==> config.mk <==
export PLATFORM = sky130hd
export DESIGN_NAME = multichannel_chunk_processor
export DESIGN_NICKNAME = d
export VERILOG_FILES = /design/src/rtl/chunk_proc_pkg.sv /design/src/rtl/chunk_index_counter.sv /design/src/rtl/multichannel_chunk_processor.sv
export SDC_FILE = /design/constraint.sdc
export NUM_CORES = 1
export LEC_CHECK = 0
export CORE_MARGIN = 2
export CORE_UTILIZATION = 36
export CTS_CLUSTER_DIAMETER = 30
export DETAILED_ROUTE_END_ITERATION = 10
export PLACE_DENSITY = 0.92
export SYNTH_ARGS = -nofsm -noshare
export SYNTH_HDL_FRONTEND = slang
export SYNTH_SLANG_ARGS = --single-unit
==> constraint.sdc <==
create_clock -name clk -period 4.4 [get_ports clk]
set_input_delay 0.88 -clock clk [delete_from_list [all_inputs] [get_ports clk]]
set_output_delay 0.88 -clock clk [all_outputs]
set_load 0.005 [all_outputs]
==> src/rtl/chunk_proc_pkg.sv <==
// Shared FSM encoding and width helper for the chunk processor slice.
package chunk_proc_pkg;

    typedef enum logic [2:0] {
        ST_IDLE     = 3'd0,
        ST_DELAY    = 3'd1,
        ST_FETCH    = 3'd2,
        ST_ISSUE    = 3'd3,
        ST_WAIT_RDY = 3'd4
    } state_e;

    // Address width for a range of n entries, never narrower than one bit.
    function automatic int cnt_width(input int n);
        return (n > 1) ? $clog2(n) : 1;
    endfunction

endpackage

==> src/rtl/chunk_index_counter.sv <==
// Sample/channel index pair walked channel-inner, pointer-outer; wraps to (0,0) after the last index.
module chunk_index_counter
    import chunk_proc_pkg::*;
#(
    parameter int IO_BUFF_SIZE = 64,
    parameter int NUM_CHANNELS = 2,
    parameter int PTR_BITS     = 6,
    parameter int CH_BITS      = 1
) (
    input  logic                clk,
    input  logic                rst_n,
    input  logic                clear_i,
    input  logic                inc_i,
    output logic [PTR_BITS-1:0] ptr_o,
    output logic [CH_BITS-1:0]  ch_o,
    output logic                is_last_o
);

    logic [PTR_BITS-1:0] ptr_q, ptr_d;
    logic [CH_BITS-1:0]  ch_q, ch_d;
    logic                ch_last;

    assign ch_last   = (ch_q == CH_BITS'(NUM_CHANNELS - 1));
    assign is_last_o = ch_last && (ptr_q == PTR_BITS'(IO_BUFF_SIZE - 1));

    always_comb begin
        ptr_d = ptr_q;
        ch_d  = ch_q;
        if (clear_i || (inc_i && is_last_o)) begin
            ptr_d = '0;
            ch_d  = '0;
        end else if (inc_i) begin
            if (ch_last) begin
                ch_d  = '0;
                ptr_d = ptr_q + PTR_BITS'(1);
            end else begin
                ch_d = ch_q + CH_BITS'(1);
            end
        end
    end

    always_ff @(posedge clk or negedge rst_n) begin
        if (!rst_n) begin
            ptr_q <= '0;
            ch_q  <= '0;
        end else begin
            ptr_q <= ptr_d;
            ch_q  <= ch_d;
        end
    end

    assign ptr_o = ptr_q;
    assign ch_o  = ch_q;

endmodule

==> src/rtl/multichannel_chunk_processor.sv <==
// Chunk-triggered sequencer moving every (ptr, ch) sample from the input buffer to the output
// buffer, either through an external filter (rfd/nd/rdy handshake) or straight across in bypass.
module multichannel_chunk_processor
    import chunk_proc_pkg::*;
#(
    parameter  int SAMPLE_SIZE  = 24,
    parameter  int IO_BUFF_SIZE = 64,
    parameter  int NUM_CHANNELS = 2,
    parameter  int START_DELAY  = 64,
    localparam int PTR_BITS     = cnt_width(IO_BUFF_SIZE),
    localparam int CH_BITS      = cnt_width(NUM_CHANNELS)
) (
    input  logic                   clk,
    input  logic                   rst_n,
    input  logic                   chunk_pulse,
    input  logic                   bypass,
    output logic [PTR_BITS-1:0]    in_ptr,
    output logic [CH_BITS-1:0]     in_ch,
    input  logic [SAMPLE_SIZE-1:0] in_sample,
    output logic [PTR_BITS-1:0]    out_ptr,
    output logic [CH_BITS-1:0]     out_ch,
    output logic [SAMPLE_SIZE-1:0] out_sample,
    output logic                   out_we,
    output logic [SAMPLE_SIZE-1:0] filt_din,
    output logic                   filt_nd,
    input  logic                   filt_rfd,
    input  logic                   filt_rdy,
    input  logic [SAMPLE_SIZE-1:0] filt_dout,
    output logic                   busy,
    output logic                   chunk_done,
    output logic                   overrun
);

    localparam int DLY_BITS = cnt_width(START_DELAY + 1);

    state_e              state_q, state_d;
    logic [DLY_BITS-1:0] dly_q, dly_d;
    logic                bypass_q, bypass_d;
    logic                done_q, done_d;
    logic                overrun_q, overrun_d;
    logic                advance;
    logic                is_last;
    logic [PTR_BITS-1:0] ptr;
    logic [CH_BITS-1:0]  ch;

    chunk_index_counter #(
        .IO_BUFF_SIZE(IO_BUFF_SIZE),
        .NUM_CHANNELS(NUM_CHANNELS),
        .PTR_BITS    (PTR_BITS),
        .CH_BITS     (CH_BITS)
    ) u_index (
        .clk      (clk),
        .rst_n    (rst_n),
        .clear_i  (state_q == ST_IDLE),
        .inc_i    (advance),
        .ptr_o    (ptr),
        .ch_o     (ch),
        .is_last_o(is_last)
    );

    always_ff @(posedge clk or negedge rst_n) begin
        if (!rst_n) begin
            state_q   <= ST_IDLE;
            dly_q     <= '0;
            bypass_q  <= 1'b0;
            done_q    <= 1'b0;
            overrun_q <= 1'b0;
        end else begin
            state_q   <= state_d;
            dly_q     <= dly_d;
            bypass_q  <= bypass_d;
            done_q    <= done_d;
            overrun_q <= overrun_d;
        end
    end

    always_comb begin
        state_d  = state_q;
        dly_d    = dly_q;
        bypass_d = bypass_q;
        advance  = 1'b0;
        case (state_q)
            ST_IDLE: begin
                if (chunk_pulse) begin
                    bypass_d = bypass;
                    state_d  = (START_DELAY == 0) ? ST_FETCH : ST_DELAY;
                end
            end
            ST_DELAY: begin
                if (dly_q == DLY_BITS'(START_DELAY - 1)) begin
                    dly_d   = '0;
                    state_d = ST_FETCH;
                end else begin
                    dly_d = dly_q + DLY_BITS'(1);
                end
            end
            ST_FETCH: state_d = ST_ISSUE;
            ST_ISSUE: begin
                if (bypass_q) begin
                    advance = 1'b1;
                end else if (filt_rfd) begin
                    state_d = ST_WAIT_RDY;
                end
            end
            ST_WAIT_RDY: advance = filt_rdy;
            default: state_d = ST_IDLE;
        endcase
        if (advance) begin
            state_d = is_last ? ST_IDLE : ST_FETCH;
        end
        done_d    = advance && is_last;
        overrun_d = chunk_pulse && (state_q != ST_IDLE);
    end

    // Write data is combinational so the output buffer captures it in the same cycle as out_we.
    always_comb begin
        out_we     = 1'b0;
        out_sample = '0;
        filt_nd    = 1'b0;
        filt_din   = '0;
        case (state_q)
            ST_ISSUE: begin
                if (bypass_q) begin
                    out_we     = 1'b1;
                    out_sample = in_sample;
                end else begin
                    filt_din = in_sample;
                    filt_nd  = filt_rfd;
                end
            end
            ST_WAIT_RDY: begin
                if (filt_rdy) begin
                    out_we     = 1'b1;
                    out_sample = filt_dout;
                end
            end
            default: ;
        endcase
    end

    assign in_ptr     = ptr;
    assign in_ch      = ch;
    assign out_ptr    = ptr;
    assign out_ch     = ch;
    assign busy       = (state_q != ST_IDLE);
    assign chunk_done = done_q;
    assign overrun    = overrun_q;

endmodule

**Yosys cells after proc, flatten, opt, wreduce, memory -nomap -nowiden**

Cells that the tools add are included.

- Memories kept: 0
- Latch bits: 0
- Bits of input ports: 54
- Register bits after elaboration: 20
- Output and inout port bits: 67
- Bits in read-only memories: 0
- Memory bits (writable): 0

- Shift operators: 0
- Div/mod/pow operators: 0
- Equal/unequal tests: 11
- Mux-type cells: 25
- $lt $le $gt $ge: 0
- Reduce and logical (&&, ||, !) cells: 11
- Bitwise gates (word level): 0
- $add $sub $neg: 3
- Multipliers: 0

Operators with widths:

| kind | count |
|---|---|
| 24-bit 2-to-1 mux | 4 |
| 24-bit case mux with 2 select lines | 1 |
| 6-bit 2-to-1 mux | 3 |
| 3-bit 2-to-1 mux | 5 |
| 3-bit case mux with 5 select lines | 1 |
| 3-bit by 2-bit inequality test with 1-bit output, second input constant | 3 |
| 7-bit by 1-bit adder with 7-bit output, second input constant | 1 |
| 7-bit by 6-bit equality test with 1-bit output, second input constant | 1 |
| 1-bit 2-to-1 mux | 7 |
| 7-bit 2-to-1 mux | 1 |
| 6-bit by 1-bit adder with 6-bit output, second input constant | 1 |
| 3-bit by 2-bit equality test with 1-bit output, second input constant | 2 |
| 6-bit equality test, second input constant | 1 |
| 5-bit AND reduction | 1 |
| 1-bit case mux with 2 select lines | 2 |
| 2-bit AND reduction | 2 |
| 2-bit nonzero test | 2 |
| 3-bit by 1-bit equality test with 1-bit output, second input constant | 1 |
| 3-bit equality test, second input constant | 1 |
| 1-bit logical AND | 3 |
| 3-bit zero test | 1 |
| 3-bit inequality test, second input constant | 1 |
| 3-bit nonzero test | 1 |
| 2-bit 2-to-1 mux | 1 |
| other kinds (3) | 3 |

**Logic depth before layout (Yosys ltp)**

- Depth after elaboration: 6
- Mapped depth: 6
- Depth with buffers taken out: 5

**Cells and area by module**

A second synthesis with hierarchy kept.

- Cells, all modules: 170
- Area total of the unflattened synthesis: 1,529.0 um2

Modules (own cells, without submodules):

| module | seq. area each (um2) | cells each | times used | area an instance (um2) |
|---|---|---|---|---|
| multichannel_chunk_processor | 325.3 | 131 | 1 | 1,167.4 |
| chunk_index_counter | 175.2 | 39 | 1 | 361.6 |

**Worst setup path after synthesis**

No wires, ideal clock.

- Path kind: in2out
- Start: in filt_rdy
- End: out out_sample[0]
- Arrival: 1.716 ns
- Setup slack: 1.804 ns
- Data required time: 3.520 ns
- Cell stages on the path: 4
- Buffers on the path: 2
- Cell sequence: and4bb_2 buf_2 buf_1 a22o_1

- Cells in the longest elaborated chain, start to end: 2

Ends and longest elaborated chain:

| item | RTL line | RTL |
|---|---|---|
| from (decl) | multichannel_chunk_processor.sv:27 | `input logic filt_rdy,` |
| 24-bit 2-to-1 mux | multichannel_chunk_processor.sv:132 | `if (filt_rdy) begin` |
| 24-bit case mux with 2 select lines | multichannel_chunk_processor.sv:121 | `case (state_q)` |
| to (decl) | multichannel_chunk_processor.sv:22 | `output logic [SAMPLE_SIZE-1:0] out_sample,` |

Every way passes these cells.

**Worst setup path after layout**

- Start: in filt_rdy
- End: out out_sample[22]

Same word-level chain as after synthesis.

==> impl_metrics.env <==
export IMPL_synthesis_nets=219
export IMPL_vias=1666
export IMPL_synth_edff_count=0
export IMPL_instances_no_fill=320
export IMPL_dieHeight_um=69.2
export IMPL_cts_resized=0
export IMPL_path_max_fanout=28
export IMPL_placed_cells=317
export IMPL_period_minus_slack_ns=3.64
export IMPL_numPortBuffers=120
export IMPL_drc_errors=0
export IMPL_initial_core_util_pct=37.7
export IMPL_core_rowCount=23
export IMPL_path_cells="clkdlybuf4s50_1 > and4bb_2 > a22o_1 > clkdlybuf4s50_1"
export IMPL_num_fill_cells=337
export IMPL_seq_area_frac_synth_pct=32.7
export IMPL_irDropWorstVdd_mv=0.206
export IMPL_finalWeightedCongestion=0.837
export IMPL_crit_top_cell="clkdlybuf4s50_1"
export IMPL_grt_start_max_net_pins=29
export IMPL_finalClockSkew_ns=0.00415
export IMPL_synth_area_um2=1530
export IMPL_yosysTopAreaCell="dfrtp_1"
export IMPL_drt_iter0_drc=105
export IMPL_dr_pass1_iters=4
export IMPL_antennaDiodeCount=0
export IMPL_top_level_ports=121
export IMPL_gr_total_overflow=0
export IMPL_dieArea_um2=4780
export IMPL_hold_end="dly_q[4]$_DFFE_PN0P_"
export IMPL_ys_ff_latch=20
export IMPL_cpLargestDelayFamily="buffers and inverters"
export IMPL_hold_class="reg2reg"
export IMPL_synth_area_leaders="dfrtp_1 33%, a22o_1 14%, and2_1 11%"
export IMPL_ff2ff_path_depth=5
export IMPL_yosys_warnings=0
export IMPL_clkSlewWorstSetupHoldPaths_ns=0.07
export IMPL_synth_avg_cell_area_um2=9.38
export IMPL_first_global_vias=1628
export IMPL_final_nets=328
export IMPL_wl_um=5300
export IMPL_cpMaxStageDelayCell="and4bb_2"
export IMPL_worstPathArrival_ns=2.76
export IMPL_synth_common_cells="27 x and2_1, 24 x a22o_1, 20 x dfrtp_1"
export IMPL_maxCapViolations=0
export IMPL_critPathRequiredTime_ns=3.52
export IMPL_coreArea_um2=4060
export IMPL_cts_tree="built"
export IMPL_postLayoutCoreUtil_pct=67.5
export IMPL_cts_buffers=3
export IMPL_ant_nets=0
export IMPL_grt_pass1_wl_um=8450
export IMPL_wire_per_inst_um=16.6
export IMPL_ctsHoldBuffers=0
export IMPL_finalCritPeriodShare_pct=82.7
export IMPL_ys_flop_type="dfrtp_1"
export IMPL_hold_viol=0
export IMPL_setup_viol=0
export IMPL_cts_num_sinks=20
export IMPL_tightest_slew_ns=0.962
export IMPL_yosysTopAreaCellShare_pct=32.7
export IMPL_fmax_mhz=275
export IMPL_hold_start="dly_q[4]$_DFFE_PN0P_"
export IMPL_cts_buffer_depth=2
export IMPL_area_growth_pct=79.1
export IMPL_critical_path_buf_inv_count=2
export IMPL_track_usage_pct=21.6
export IMPL_p_leak_nw=1.09
export IMPL_critPathKind="in2out"
export IMPL_synth_cell_types=47
export IMPL_drive_gt1_share_pct=7.78
export IMPL_synth_most_common_cell="and2_1"
export IMPL_worst_slew_margin_rel_pct=35.8
export IMPL_hpwl_um=4120
export IMPL_fin_setup_tns_ns=0
export IMPL_powerDensity_nw_per_um2=288
export IMPL_avgViaCountPerCell=5.21
export IMPL_hold_path_depth=1
export IMPL_rsz0062_at_grt="no"
export IMPL_cp_start_kind="input pin"
export IMPL_clk_latency_ns=0.26
export IMPL_die_w_um=69.2
export IMPL_slew_violations=0
export IMPL_end_kind="primary output"
export IMPL_r2r_end="u_index.ptr_o[5]$_DFFE_PN0P_"
export IMPL_cts_max_level=1
export IMPL_root_buffer="clkbuf_8"
export IMPL_antenna_found_initial=0
export IMPL_async_flop_share_pct=100
export IMPL_slowest_delay_ns=0.63
export IMPL_worst_r2r_startpoint="state_q[2]$_DFFE_PN0P_"
export IMPL_post_cts_buffers=0
export IMPL_reg2reg_setup_slack_ns=1.92
export IMPL_status="finished clean"
export IMPL_syn_inst=163
-- sequential cells by signal, summed over array words and instances, names as in the netlist --
register	cells
u_index.ch_o	1
overrun	1
u_index.ptr_o	6
dly_q	7
state_q	3
chunk_done	1
bypass_q	1
-- kinds of logic (layout without fill, tap and decap cells) --
group | Yosys count | in the layout | share of synthesized area, %
and+or+nand+nor | 67 | 67 | 27.0
AOI/OAI and AO/OA | 48 | 48 | 26.5
buffers and inverters | 19 | 126 | 7.53
xor gates and xnor gates | 3 | 3 | 1.72
DFF | 20 | 20 | 32.7
muxes | 4 | 4 | 2.86
adders and majority gates | 2 | 2 | 1.64
-- worst max-delay path by stage --
| stage | slack, ns | endpoint | start | cells after the start |
|---|---|---|---|---|
| global route | 0.68 | out_sample[9] | filt_rdy | 4 |
| detailed placement | 0.77 | out_sample[2] | filt_rdy | 4 |
| CTS | 0.77 | out_sample[9] | filt_rdy | 4 |
| floorplan | 1.80 | out_sample[0] | filt_rdy | 4 |
| global placement | 0.79 | out_sample[2] | filt_rdy | 4 |
| finish | 0.76 | out_sample[22] | filt_rdy | 4 |
-- worst register-to-register path: cells and delay by family, from the launching register on --
family | cells | cell delay [ns]
compound gates | 2 | 0.23
buf+inv | 1 | 0.28
flops | 1 | 0.47
simple gates | 2 | 1.44
-- per-stage QoR --
step	total power, mW	setup WS (ns)	cell area (µm²)	hold slack, ns
6_report	0.788	0.761	2740	0.513
3_5_place_dp	0.670	0.775	2700	0.496
3_3_place_gp	0.659	0.793	2700	0.486
2_1_floorplan	0.495	1.80	1530	0.467
5_1_grt	0.843	0.678	2740	0.534
4_1_cts	0.792	0.768	2740	0.511
-- report_power, final --
part / switching [mW] / internal [mW] / total [mW]
Combinational: 0.143 / 0.230 / 0.374
Clock: 0.0575 / 0.0610 / 0.118
Sequential: 0.0653 / 0.230 / 0.296
Total: 0.266 / 0.522 / 0.788
-- cell usage in the layout (no fill, tap or decap), types with 2 or more instances in the layout --
cell / count
and3_1: 2
xnor2_1: 3
a22o_1: 24
nor2_1: 8
ha_1: 2
a21oi_1: 3
nand4_1: 2
o21a_1: 2
nand3_1: 4
buf_4: 2
o21ai_0: 5
and2_1: 27
or3b_2: 2
mux2_2: 3
or3_1: 2
clkdlybuf4s50_1: 120
nand2_1: 8
clkbuf_8: 3
nor3b_1: 2
nor2b_1: 2
dfrtp_1: 20
-- area by class of cell --
cell class | count | area [µm²] | area share (%)
timing repair buffer | 122 | 1220 | 44.4
multi-input combinational | 124 | 913 | 33.4
sequential | 20 | 500 | 18.3
tap | 50 | 62.6 | 2.29
clock buffer | 3 | 41.3 | 1.51
inverter | 1 | 3.75 | 0.137
-- per-layer routing --
metal  track usage, %  wire, µm  up-vias
met4             4.58        61        0
li1                 -         -      807
met2             37.5      2680       59
met1             27.0      2260      791
met5                0         0        -
met3             5.67       289        9
Power figures use the tool's default switching activity.
